===== config.mk =====
export PLATFORM = sky130hd
export DESIGN_NAME = latch_bank_write_ctrl
export DESIGN_NICKNAME = d
export VERILOG_FILES = /design/src/rtl/latch_ctrl_pkg.sv /design/src/rtl/rr_arbiter.sv /design/src/rtl/latch_bank_write_ctrl.sv
export SDC_FILE = /design/constraint.sdc
export NUM_CORES = 1
export LEC_CHECK = 0
export BUFFER_PORTS_ARGS = -buffer_cell sky130_fd_sc_hd__buf_2
export CORE_AREA = 2 2 72 74
export CTS_CLUSTER_DIAMETER = 100
export DETAILED_ROUTE_END_ITERATION = 8
export DIE_AREA = 0 0 74 76
export PLACE_DENSITY = 0.71
export SYNTH_ARGS = -nofsm -noshare
export SYNTH_HDL_FRONTEND = slang
export SYNTH_HIERARCHICAL = 1
export SYNTH_SLANG_ARGS = --single-unit

===== constraint.sdc =====
create_clock -name clk -period 2.9 [get_ports clk]
set_input_delay 0.145 -clock clk [delete_from_list [all_inputs] [get_ports clk]]
set_output_delay 0.145 -clock clk [all_outputs]
set_load 0.05 [all_outputs]

===== src/rtl/latch_ctrl_pkg.sv =====
// Shared types and helpers for the latch bank write controller.
// Latency: none (types, constants and pure functions only).
// Backpressure: not applicable.
package latch_ctrl_pkg;

  // Write sequence phases; anything other than IDLE means the bank is in use.
  typedef enum logic [2:0] {
    IDLE  = 3'd0,
    SETUP = 3'd1,
    OPEN  = 3'd2,
    HOLD  = 3'd3,
    DONE  = 3'd4
  } state_e;

  // Default geometry and phase lengths.
  localparam int DEF_NREQ      = 4;
  localparam int DEF_DW        = 8;
  localparam int DEF_AW        = 3;
  localparam int DEF_SETUP_CYC = 1;
  localparam int DEF_OPEN_CYC  = 1;
  localparam int DEF_HOLD_CYC  = 1;

  // Largest address width the decoder supports; callers truncate the result
  // down to their own bank size.
  localparam int MAX_AW   = 8;
  localparam int MAX_NLAT = 1 << MAX_AW;

  // Address to one-hot enable vector.
  function automatic logic [MAX_NLAT-1:0] onehot_decode(input logic [MAX_AW-1:0] a);
    logic [MAX_NLAT-1:0] v;
    v    = '0;
    v[a] = 1'b1;
    return v;
  endfunction

  // Largest of three phase lengths, used to size the shared phase counter.
  function automatic int max3(input int a, input int b, input int c);
    int m;
    m = a;
    if (b > m) m = b;
    if (c > m) m = c;
    return m;
  endfunction

endpackage


===== src/rtl/rr_arbiter.sv =====
// Round-robin winner selection: first asserted request at or after ptr, wrapping.
// Latency: purely combinational; the rotating pointer lives in the parent.
// Backpressure: none; losers simply stay unselected until a later evaluation.
module rr_arbiter #(
  parameter int NREQ = 4,
  parameter int PW   = (NREQ > 1) ? $clog2(NREQ) : 1
) (
  input  logic [NREQ-1:0] req,
  input  logic [PW-1:0]   ptr,
  output logic [NREQ-1:0] win_oh,
  output logic            win_vld
);

  // Walk the requesters starting at ptr and take the first one found.
  always_comb begin
    logic [PW:0]   sum;
    logic [PW-1:0] idx;
    win_oh  = '0;
    win_vld = 1'b0;
    sum     = '0;
    idx     = '0;
    for (int i = 0; i < NREQ; i++) begin
      // ptr < NREQ and i < NREQ, so one subtraction is enough to wrap.
      sum = {1'b0, ptr} + (PW+1)'(i);
      if (sum >= (PW+1)'(NREQ)) begin
        sum = sum - (PW+1)'(NREQ);
      end
      idx = sum[PW-1:0];
      if (!win_vld && req[idx]) begin
        win_oh[idx] = 1'b1;
        win_vld     = 1'b1;
      end
    end
  end

endmodule


===== src/rtl/latch_bank_write_ctrl.sv =====
// Arbitrates NREQ writers onto a bank of transparent latches, one latch opened per write.
// Latency: grant one edge after req seen in IDLE; done after SETUP+OPEN+HOLD+1 grant cycles.
// Backpressure: requesters hold req until their done; others wait, at least one idle cycle between writes.
module latch_bank_write_ctrl
  import latch_ctrl_pkg::*;
#(
  parameter int NREQ      = DEF_NREQ,
  parameter int DW        = DEF_DW,
  parameter int AW        = DEF_AW,
  parameter int SETUP_CYC = DEF_SETUP_CYC,
  parameter int OPEN_CYC  = DEF_OPEN_CYC,
  parameter int HOLD_CYC  = DEF_HOLD_CYC
) (
  input  logic                 clk,
  input  logic                 rst,
  input  logic [NREQ-1:0]      req,
  input  logic [NREQ*AW-1:0]   addr,
  input  logic [NREQ*DW-1:0]   wdata,
  output logic [NREQ-1:0]      gnt,
  output logic [NREQ-1:0]      done,
  output logic [(1<<AW)-1:0]   lat_en,
  output logic [DW-1:0]        lat_d,
  output logic                 busy
);

  localparam int NLAT = 1 << AW;
  localparam int PW   = (NREQ > 1) ? $clog2(NREQ) : 1;
  localparam int CMAX = max3(SETUP_CYC, OPEN_CYC, HOLD_CYC);
  localparam int CW   = $clog2(CMAX + 1);

  // Terminal counts for each phase; the counter restarts at 0 on every state change.
  localparam logic [CW-1:0] SETUP_LAST = CW'(SETUP_CYC - 1);
  localparam logic [CW-1:0] OPEN_LAST  = CW'(OPEN_CYC - 1);
  localparam logic [CW-1:0] HOLD_LAST  = CW'(HOLD_CYC - 1);

  state_e          state_q, state_d;
  logic [PW-1:0]   ptr_q, ptr_d;
  logic [PW-1:0]   win_q, win_d;
  logic [AW-1:0]   addr_q, addr_d;
  logic [CW-1:0]   cnt_q, cnt_d;
  logic [NREQ-1:0] gnt_q, gnt_d;
  logic [NREQ-1:0] done_q, done_d;
  logic [NLAT-1:0] lat_en_q, lat_en_d;
  logic [DW-1:0]   lat_d_q, lat_d_d;
  logic            busy_q, busy_d;

  logic [NREQ-1:0] arb_oh;
  logic            arb_vld;
  logic [PW-1:0]   arb_idx;
  logic [AW-1:0]   sel_addr;
  logic [DW-1:0]   sel_data;

  rr_arbiter #(
    .NREQ (NREQ),
    .PW   (PW)
  ) u_arb (
    .req     (req),
    .ptr     (ptr_q),
    .win_oh  (arb_oh),
    .win_vld (arb_vld)
  );

  // Turn the one-hot winner into an index and pick out its address and data.
  always_comb begin
    arb_idx  = '0;
    sel_addr = '0;
    sel_data = '0;
    for (int i = 0; i < NREQ; i++) begin
      if (arb_oh[i]) begin
        arb_idx  = PW'(i);
        sel_addr = addr[i*AW +: AW];
        sel_data = wdata[i*DW +: DW];
      end
    end
  end

  // Next-state and next-output logic; every output is computed here and registered.
  always_comb begin
    state_d  = state_q;
    ptr_d    = ptr_q;
    win_d    = win_q;
    addr_d   = addr_q;
    cnt_d    = cnt_q + 1'b1;
    gnt_d    = gnt_q;
    done_d   = '0;
    lat_en_d = lat_en_q;
    lat_d_d  = lat_d_q;

    case (state_q)
      IDLE: begin
        cnt_d    = '0;
        gnt_d    = '0;
        lat_en_d = '0;
        lat_d_d  = '0;
        // Address and data are captured only here; later input changes are ignored.
        if (arb_vld) begin
          gnt_d   = arb_oh;
          win_d   = arb_idx;
          addr_d  = sel_addr;
          lat_d_d = sel_data;
          state_d = SETUP;
        end
      end

      SETUP: begin
        // Enable rises on the edge that enters OPEN, after data has settled.
        if (cnt_q == SETUP_LAST) begin
          state_d  = OPEN;
          cnt_d    = '0;
          lat_en_d = NLAT'(onehot_decode(MAX_AW'(addr_q)));
        end
      end

      OPEN: begin
        if (cnt_q == OPEN_LAST) begin
          state_d  = HOLD;
          cnt_d    = '0;
          lat_en_d = '0;
        end
      end

      HOLD: begin
        // Data is still driven here so the closing latch never sees it move.
        if (cnt_q == HOLD_LAST) begin
          state_d = DONE;
          cnt_d   = '0;
          done_d  = gnt_q;
        end
      end

      DONE: begin
        // Advance past the winner so every requester is served within NREQ writes.
        state_d = IDLE;
        cnt_d   = '0;
        gnt_d   = '0;
        lat_d_d = '0;
        ptr_d   = (win_q == PW'(NREQ - 1)) ? '0 : win_q + PW'(1);
      end

      default: begin
        state_d  = IDLE;
        cnt_d    = '0;
        gnt_d    = '0;
        lat_en_d = '0;
        lat_d_d  = '0;
      end
    endcase

    busy_d = (state_d != IDLE);
  end

  // State and output registers; reset drops every output, including an open enable.
  always_ff @(posedge clk) begin
    if (!rst) begin
      state_q  <= IDLE;
      ptr_q    <= '0;
      win_q    <= '0;
      addr_q   <= '0;
      cnt_q    <= '0;
      gnt_q    <= '0;
      done_q   <= '0;
      lat_en_q <= '0;
      lat_d_q  <= '0;
      busy_q   <= 1'b0;
    end else begin
      state_q  <= state_d;
      ptr_q    <= ptr_d;
      win_q    <= win_d;
      addr_q   <= addr_d;
      cnt_q    <= cnt_d;
      gnt_q    <= gnt_d;
      done_q   <= done_d;
      lat_en_q <= lat_en_d;
      lat_d_q  <= lat_d_d;
      busy_q   <= busy_d;
    end
  end

  assign gnt    = gnt_q;
  assign done   = done_q;
  assign lat_en = lat_en_q;
  assign lat_d  = lat_d_q;
  assign busy   = busy_q;

endmodule


==> results.json, run 1 <==
{
  "drt_iter0_drc": 119,
  "clk_pin_slew_ns": 0.07,
  "synth_top_area_share": 0.3420,
  "synth_mux_area_frac": 0.1027,
  "fin_skew_ns": 0.004514,
  "cp.required_ns": 3.03,
  "std_cell_rows": 26,
  "finalHoldViolCount": 0,
  "path_max_fanout": 11,
  "drive_gt1_frac": 0.3564,
  "min_period_ns": 2.747,
  "io_buffer_count": 74,
  "grtUsageTotal": 0.1942,
  "ys_warn_count": 6,
  "synth_top_family_by_area": "compound AO/OA/AOI/OAI gates",
  "switching_power_mw": 0.4413,
  "worstMarginPinSlew_ns": 0.6816,
  "post_cts_buffers": 0,
  "antenna_cells": 0,
  "fin_util": 0.5359,
  "dieArea_um2": 5624,
  "synth_ff_type": "dfxtp_1",
  "synth_nets": 289,
  "synth_area_leaders": "dfxtp_1 34%, mux2i_1 7.6%, o22ai_1 4.8%",
  "cts_buffers": 5,
  "die_w_um": 74,
  "grt_pass1_vias": 1834,
  "cp_data_arrival_time_ns": 2.88,
  "path_class": "reg2reg",
  "synth_commonest_cells": "36 x dfxtp_1, 18 x nand2_1, 17 x nor2_1",
  "ir_drop_v": 0.0002602,
  "grt_pass1_wl_um": 8549,
  "coreArea_um2": 4912,
  "cts.sinks": 36,
  "totalPowerFinal_mw": 1.321,
  "routabilityCongestion": 0.9647,
  "yosys.area_share.simple": 0.1948,
  "fp.dieH_um": 76,
  "pwr-share-seq": 0.432,
  "pwr-share-clk": 0.293,
  "status": "finished clean",
  "via_count": 2045,
  "drv_cap": 0,
  "synth_edf_count": 0,
  "avgViaCountPerCell": 5.483,
  "leakagePower_nw": 1.139,
  "post_drt_wl_per_cell_um": 14.48,
  "root_buffer": "clkbuf_8",
  "syn_inst": 232,
  "synth_compound_area_frac": 0.2405,
  "fin_setup_tns_ns": 0,
  "hp-class": "in2reg",
  "setup_viol": 0,
  "areaGrowthSynthToFinish_pct": 24.94,
  "post-place-cells": 366,
  "grt_max_degree": 24,
  "antenna_found_initial": 0,
  "yosysMostFrequentCell": "dfxtp_1",
  "route.antenna.remaining_nets": 0,
  "grt_overflow": 0,
  "synthAdderAreaFrac": 0.04691,
  "synth_cell_types": 49,
  "ys_seq_area_frac": 0.3420,
  "rr_worst_depth": 9,
  "startpoint_type": "flip-flop",
  "async_flop_share": 0,
  "ys_seq_elements": 36,
  "wl_um": 5402,
  "fmax_mhz": 364.0,
  "p_sw_frac": 0.3340,
  "comb_power_share": 0.275,
  "power_density_nw_per_um2": 501.9,
  "p_int_mw": 0.8801,
  "clock_path_buffers": 2,
  "io_pins": 75,
  "clk_latency_ns": 0.29,
  "synth_top_area_cell": "dfxtp_1",
  "dr.pass1.iters": 4,
  "avgSynthCellArea_um2": 9.082,
  "slew_violations": 0,
  "critPathCaptureType": "flip-flop",
  "start_util": 0.4289,
  "h-tree-depth": 2,
  "dpl.hpwl_um": 3956,
  "rsz0062_at_grt": "no",
  "slew-limit-headroom": 0.5425,
  "syn_area_um2": 2107,
  "drc": 0,
  "cts_tree": "yes",
  "synthXorXnorAreaFrac": 0.004157,
  "period_share": 0.9472,
  "whs_path_depth": 3,
  "fin_cells": 373,
  "nets": 360
}
[critical path, stage by stage (launching register included)]
cell	delay, ns
dfxtp_1	0.33
inv_1	0.07
ha_1	0.43
mux2_2	0.39
a31o_1	0.23
a221oi_2	0.19
o2bb2ai_2	0.15
or2_2	0.42
a221oi_1	0.26
o32ai_1	0.12
[path summary, 6_finish.rpt]
check,startpoint,to,slack [ns]
max,ptr_q[1],lat_d[1],0.15
min,wdata[23],lat_d[7],0.22
max reg2reg,ptr_q[1],lat_d[1],0.15
min reg2reg,lat_d[6],lat_d[6],0.45
[placed cells by master (no fill, tap or decap), types with 2 or more instances in the layout]
master / Yosys / layout
a2111oi_2: 2 / 2
a211oi_1: 3 / 3
a21oi_1: 2 / 2
a221oi_1: 11 / 11
a22oi_1: 4 / 4
and2_1: 4 / 4
and3_1: 2 / 2
buf_2: 5 / 74
buf_4: 0 / 6
clkbuf_8: 0 / 7
dfxtp_1: 36 / 36
ha_1: 7 / 7
inv_1: 14 / 14
mux2_2: 3 / 3
mux2i_1: 16 / 15
nand2_1: 18 / 18
nand2b_1: 6 / 5
nand3_1: 7 / 7
nand4_1: 2 / 2
nor2_1: 17 / 17
nor2b_1: 5 / 4
nor4b_2: 2 / 2
o22ai_1: 16 / 16
o2bb2ai_1: 4 / 3
o32ai_1: 11 / 11
[cell families after synthesis]
logic type / Yosys count
other cells: 1
xor+xnor: 1
compound gates: 62
simple gates: 74
fa+ha+maj: 8
flops: 36
buf+inv: 30
mux: 20
[registers in the layout, summed over array words and instances, names as in the netlist]
register,count
win_q,2
lat_d,8
addr_q,3
lat_en,8
ptr_q,2
busy,1
gnt,4
state_q,3
cnt_q,1
done,4
[final cells by class]
class,count,area (µm²)
inverter,14,52.55
sequential,36,720.7
tap,70,87.58
fill,477,2280
timing repair buffer,80,415.4
clock buffer,7,96.34
multi-input combinational,166,1260
[through the flow]
| step | hold WS [ns] | area [µm²] | setup WS [ns] |
|---|---|---|---|
| floorplan | 0.3278 | 2107 | 0.07788 |
| global placement | 0.4416 | 2521 | 0.01551 |
| detailed placement | 0.4454 | 2521 | -0.008134 |
| global route | 0.2328 | 2633 | 0.02493 |
| CTS | 0.2073 | 2620 | 0.07316 |
| finish | 0.2234 | 2633 | 0.1531 |
[routing by layer]
metal | track usage | vias to the layer above | wire length, µm
li1 | - | 1009 | -
met1 | 0.2639 | 925 | 2570
met2 | 0.2964 | 104 | 2318
met3 | 0.04762 | 7 | 437
met4 | 0.06909 | 0 | 76
met5 | 0 | - | 0
[power by group through the flow]
stage	Clock, mW	Combinational, mW	Sequential (mW)
after CTS	0.395	0.360	0.570
after global routing	0.414	0.391	0.576
after floorplan	0	0.186	0.652
after global placement	0	0.356	0.580
final	0.388	0.363	0.571
after detailed placement	0	0.359	0.581
[timing repair]
item                                    in CTS  in global routing
endpoints found under the setup margin       7                 11
resized for setup                            1                  3
hold buffers                                 0                  0
Note: power is estimated with default switching activity, not from simulation.
==> inputs of run 2 (changes only) <==
- CORE_AREA: 2 2 72 74 -> 2 2 71 73
- DIE_AREA: 0 0 74 76 -> 0 0 73 75
- GPL_ROUTABILITY_DRIVEN: default -> 0
- PLACE_DENSITY: 0.71 -> 0.72
- SETUP_SLACK_MARGIN: default -> 0.5
- SYNTH_HIERARCHICAL: 1 -> default
==> run 2 against run 1 <==
  * Die area shrank 2.6%
  * Cell count shrank 0.54%
  * Clock skew grew 0.0065 ns
  * Count of clock-buffer cells in the layout shrank 2
==> results.json, run 2 <==
{
  "status": "finished clean",
  "dr.pass1.iters": 4,
  "syn_area_um2": 2067,
  "min_to": "lat_d[5]",
  "ys_warn_count": 0,
  "antenna_found_initial": 0,
  "synth_nets": 292,
  "cts_buffers": 5,
  "fp.dieH_um": 75,
  "layout_common_cells": "74 x buf_2, 34 x dfxtp_1, 22 x nor2_1, 14 x nand2_1, 14 x nor2b_1",
  "cts.sinks": 36,
  "cp_data_arrival_time_ns": 2.79,
  "slowest_delay_ns": 0.55,
  "nets": 374,
  "yosysMostFrequentCell": "dfxtp_1",
  "synth_ff_type": "dfxtp_1",
  "ir_drop_v": 0.0003224,
  "grtUsageTotal": 0.2003,
  "path_class": "reg2reg",
  "worstMarginPinSlew_ns": 0.7608,
  "cp.required_ns": 3.10,
  "hold_path.startpoint": "wdata[29]",
  "dieArea_um2": 5475,
  "drc": 0,
  "layout_commonest_cell": "buf_2",
  "synth_cell_types": 49,
  "period_share": 0.8927,
  "reg2reg_from": "ptr_q[1]",
  "clock_path_buffers": 2,
  "grt_pass1_vias": 1900,
  "regToRegSetupSlack_ns": 0.31,
  "fin_ws_ns": 0.3112,
  "worstPathBufferInverterCount": 1,
  "r2r_end": "addr_q[1]",
  "switching_power_mw": 0.4329,
  "wl_um": 5558,
  "p_int_mw": 0.8212,
  "via_count": 2132,
  "route.antenna.remaining_nets": 0,
  "crit_chain": "inv_4, ha_4, mux4_2, or4b_1, nand4_1, a221o_2, and2b_4, a211oi_2, nor4_2",
  "synth_top_area_share": 0.3487,
  "rsz0062_at_grt": "yes",
  "io_buffer_count": 74,
  "place_worst_setup_slack_ns": 0.1220,
  "nFillCells": 437,
  "grt_overflow": 0,
  "pwr-share-seq": 0.446,
  "leakagePower_nw": 1.178,
  "crit_family": "simple AND/OR/NAND/NOR gates",
  "async_flop_share": 0,
  "root_buffer": "clkbuf_8",
  "ys_seq_area_frac": 0.3487,
  "pwr-share-clk": 0.282,
  "antenna_cells": 0,
  "synth_commonest_cells": "36 x dfxtp_1, 22 x nor2_1, 15 x nand2_1",
  "die_w_um": 73,
  "grt_max_degree": 23,
  "synth_area_leaders": "dfxtp_1 35%, ha_1 4.8%, nor2b_1 4.2%",
  "avgSynthCellArea_um2": 8.833,
  "cts_tree": "yes",
  "setup_viol": 0,
  "post-place-cells": 354,
  "clk_latency_ns": 0.29,
  "start_util": 0.4435,
  "std_cell_rows": 25,
  "slew-limit-headroom": 0.4909,
  "synth_edf_count": 0,
  "grt_pass1_wl_um": 8659,
  "clk_pin_slew_ns": 0.08,
  "hold_buffers": 0,
  "syn_inst": 234,
  "synth_top_area_cell": "dfxtp_1",
  "coreArea_um2": 4661,
  "areaGrowthSynthToFinish_pct": 31.17,
  "p_sw_frac": 0.3452,
  "ys_seq_elements": 36,
  "finalHoldViolCount": 0,
  "h-tree-depth": 2,
  "fin_cells": 371,
  "power_density_nw_per_um2": 462.5,
  "drv_cap": 0,
  "dpl.hpwl_um": 4032,
  "fin_skew_ns": 0.01104,
  "post_drt_wl_per_cell_um": 14.98,
  "drt_iter0_drc": 110,
  "slew_violations": 0,
  "avgViaCountPerCell": 5.747,
  "min_period_ns": 2.589,
  "critPathCaptureType": "flip-flop",
  "fin_setup_tns_ns": 0,
  "io_pins": 75,
  "hp-class": "in2reg",
  "drive_gt1_frac": 0.3817,
  "whs_path_depth": 3,
  "path_max_fanout": 6,
  "slowest_stage": "mux4_2",
  "comb_power_share": 0.272,
  "fmax_mhz": 386.3,
  "startpoint_type": "flip-flop",
  "rr_worst_depth": 9
}
run 2: cell types whose count changed in the layout (fill, tap and decap cells not counted), sizes merged, moves of 5 or more:
| cell | previous run | this run |
|---|---|---|
| buf | 80 | 87 |
| o31ai | 0 | 8 |
| inv | 14 | 6 |
| nor2 | 17 | 22 |
| o22ai | 16 | 2 |
| mux2i | 16 | 4 |
| a22oi | 4 | 11 |
| nor2b | 5 | 14 |
| o21ai | 2 | 8 |
| o32ai | 11 | 0 |
| nor4 | 1 | 7 |
run 2: worst max path at each step:
stage	depth (start not counted)	from	to
floorplan	12	ptr_q[0]	addr_q[0]
global placement	9	ptr_q[0]	addr_q[2]
detailed placement	9	ptr_q[0]	addr_q[0]
CTS	9	ptr_q[1]	addr_q[1]
global route	10	ptr_q[0]	addr_q[0]
finish	9	ptr_q[1]	addr_q[1]
run 2: cell families after synthesis:
kind of cell,share of synthesized area
DFF,0.3487
muxes,0.05206
and+or+nand+nor,0.2518
AOI/OAI and AO/OA,0.2500
other,0.001814
buffers and inverters,0.04298
xor gates and xnor gates,0.004238
adders and majority gates,0.04843
run 2: worst reg2reg max path: cells and delay by family (launching register included):
| family | cells | cell delay, ns |
|---|---|---|
| and+or+nand+nor | 4 | 1.06 |
| muxes | 1 | 0.55 |
| DFF | 1 | 0.36 |
| adders and majority gates | 1 | 0.27 |
| AOI/OAI and AO/OA | 2 | 0.23 |
| buffers and inverters | 1 | 0.04 |
run 2: layout make-up:
| class | count | area [µm²] | area share |
|---|---|---|---|
| clock buffer | 5 | 68.82 | 0.02538 |
| clock inverter | 3 | 18.77 | 0.006922 |
| inverter | 6 | 27.53 | 0.01015 |
| multi-input combinational | 180 | 1331 | 0.4910 |
| sequential | 36 | 725.7 | 0.2677 |
| tap | 54 | 67.56 | 0.02492 |
| timing repair buffer | 87 | 471.7 | 0.1740 |
run 2: per-stage QoR:
step / total power, mW / hold slack (ns) / area, µm² / util
floorplan: 0.7981 / 0.2910 / 2141 / -
global placement: 0.8867 / 0.3801 / 2516 / 0.5399
detailed placement: 0.8927 / 0.3827 / 2516 / 0.5399
CTS: 1.246 / 0.08240 / 2676 / 0.5742
global route: 1.315 / 0.09442 / 2711 / 0.5817
finish: 1.254 / 0.08023 / 2711 / 0.5817
run 2: routing by layer:
layer / vias to the layer above / GRT usage / routed length [µm]
li1: 1046 / - / -
met1: 988 / 0.2686 / 2572
met2: 93 / 0.3303 / 2586
met3: 5 / 0.04150 / 358
met4: 0 / 0.05144 / 41
met5: - / 0 / 0
run 2: power groups by stage:
stage / logic, mW / clock network (mW) / registers (mW)
after floorplan: 0.162 / 0 / 0.636
after global placement: 0.318 / 0 / 0.568
after detailed placement: 0.323 / 0 / 0.570
after CTS: 0.334 / 0.354 / 0.558
after global routing: 0.367 / 0.384 / 0.563
final: 0.341 / 0.354 / 0.559
run 2: repair_timing:
item / in CTS / in global routing
buffers inserted: 7 / 1
endpoints found under the hold margin: 0 / 0
gates resized for setup: 4 / 4
pin swaps: 9 / 5
endpoints found under the setup margin: 11 / 16
gates cloned: 1 / 0
==> inputs of run 3 (changes only) <==
- CTS_CLUSTER_SIZE: default -> 20
- MAX_ROUTING_LAYER: default -> met4
- clock period: 2.9 -> 2.1 ns (I/O delays scaled with it)
==> run 3 against run 2 <==
  * The flow now finishes with violations (setup timing)
  * First-iteration DRC count is 0.91% lower
  * Wire length is 3.0% higher
  * Clock power is 40% higher
  * Critical path type unchanged
  * Critical endpoint unchanged
  * Largest cell class unchanged
  * Largest power group unchanged
==> results.json, run 3 (same netlist as run 2, synthesis figures left out) <==
{
  "cp_data_arrival_time_ns": 2.80,
  "cts_tree": "yes",
  "period_share": 1.237,
  "root_buffer": "clkbuf_8",
  "cts_buffers": 5,
  "clk_pin_slew_ns": 0.08,
  "slowest_delay_ns": 0.53,
  "r2r_end": "addr_q[1]",
  "fp.dieH_um": 75,
  "rsz0062_at_grt": "yes",
  "rr_worst_depth": 10,
  "setup_viol": 17,
  "violations": "setup timing",
  "status": "complete, but fails checks",
  "drv_cap": 0,
  "path_class": "reg2reg",
  "io_buffer_count": 74,
  "io_pins": 75,
  "via_count": 2158,
  "cts.sinks": 36,
  "route.antenna.remaining_nets": 0,
  "slew_violations": 0,
  "nFillCells": 415,
  "grt_overflow": 0,
  "drc": 0,
  "die_w_um": 73,
  "hp-class": "in2reg",
  "coreArea_um2": 4661,
  "ir_drop_v": 0.0004638,
  "fin_ws_ns": -0.4979,
  "power_density_nw_per_um2": 596.6,
  "nets": 396,
  "layout_common_cells": "74 x buf_2, 32 x dfxtp_1, 26 x buf_4, 21 x nor2_1, 14 x nor2b_1",
  "dr.pass1.iters": 4,
  "cp.required_ns": 2.30,
  "drt_iter0_drc": 109,
  "drive_gt1_frac": 0.4779,
  "antenna_found_initial": 0,
  "fin_skew_ns": 0.007059,
  "startpoint_type": "flip-flop",
  "clk_latency_ns": 0.29,
  "wl_um": 5725,
  "grt_pass1_vias": 1996,
  "areaGrowthSynthToFinish_pct": 46.97,
  "crit_chain": "inv_6, ha_4, mux4_2, or4b_1, nand4_1, a221o_2, and2b_4, buf_4, a211oi_2, nor4_1",
  "dieArea_um2": 5475,
  "layout_commonest_cell": "buf_2",
  "grt_max_degree": 23,
  "min_period_ns": 2.598,
  "critPathCaptureType": "flip-flop",
  "fin_setup_tns_ns": -6.419,
  "place_worst_setup_slack_ns": -0.5966,
  "worstSetupEndpoint": "addr_q[1]",
  "clock_path_buffers": 2,
  "fmax_mhz": 384.9,
  "placed_area_um2": 2734,
  "h-tree-depth": 2,
  "slew-limit-headroom": 0.5090,
  "fin_area_um2": 3038,
  "finalHoldViolCount": 0,
  "dpl.hpwl_um": 4103,
  "path_max_fanout": 6,
  "crit_start": "ptr_q[1]",
  "std_cell_rows": 25,
  "antenna_cells": 0,
  "slowest_stage": "mux4_2",
  "grtUsageTotal": 0.2205,
  "reg2reg_from": "ptr_q[1]",
  "leakagePower_nw": 1.322,
  "fin_util": 0.6518,
  "grt_pass1_wl_um": 9073,
  "regToRegSetupSlack_ns": -0.50,
  "post_drt_wl_per_cell_um": 14.57,
  "avgViaCountPerCell": 5.491,
  "totalPowerFinal_mw": 1.813,
  "worstMarginPinSlew_ns": 0.7338,
  "start_util": 0.4435
}
## run 3: cell types whose count changed in the layout (fill, tap and decap cells not counted), moves of 2 or more
cell	before	now
buf_12	0	3
a22oi_2	0	4
buf_4	12	26
a221oi_2	3	8
buf_6	1	6
dfxtp_2	1	3
a22oi_1	11	7
mux2i_1	4	2
dfxtp_1	34	32
a221oi_1	6	1
## run 3: repair_timing
action                                  CTS  global route
pin swaps                                 9             5
setup buffers                             4             3
endpoints found under the setup margin   17            21
gates resized for setup                  18            16
gates cloned                              1             0
endpoints found under the hold margin     0             0
hold buffers                              0             0
## run 3: layout make-up
class,count,area (µm²),share of cell area
tap,54,67.56,0.02224
clock inverter,3,18.77,0.006178
sequential,36,728.2,0.2397
timing repair buffer,109,693.2,0.2282
inverter,6,30.03,0.009885
clock buffer,5,68.82,0.02265
multi-input combinational,180,1431,0.4712
## run 3: per-layer routing
layer | part of all wire | vias to the layer above | GRT usage
met5 | 0 | - | -
met4 | 0.0087 | 0 | 0.06173
met3 | 0.053 | 6 | 0.04819
met2 | 0.48 | 66 | 0.3694
met1 | 0.45 | 994 | 0.2677
li1 | - | 1092 | -
## run 3: power by group
group | internal, mW | switching (mW)
sequential | 0.731 | 0.0426
combinational | 0.220 | 0.322
clock | 0.231 | 0.265
total | 1.18 | 0.630
## run 3: how the worst min path moves through the flow
stage	from	to	slack [ns]	cells after the start
global placement	wdata[29]	lat_d[5]	0.34	3
CTS	wdata[24]	lat_d[0]	0.04	3
global route	wdata[31]	lat_d[7]	0.05	3
detailed placement	wdata[24]	lat_d[0]	0.34	3
finish	wdata[29]	lat_d[5]	0.05	3
floorplan	wdata[24]	lat_d[0]	0.25	2
## run 3: through the flow
stage,std cells,hold WS (ns)
global route,393,0.05231
finish,393,0.04788
CTS,390,0.04124
global placement,377,0.3423
floorplan,234,0.2510
detailed placement,377,0.3438
## run 3: worst max-delay path, delay by kind of cell (launching register included)
kind | cells | cell delay, ns
buf+inv | 2 | 0.17
simple gates | 4 | 0.97
flops | 1 | 0.37
compound gates | 2 | 0.19
mux | 1 | 0.53
fa+ha+maj | 1 | 0.27
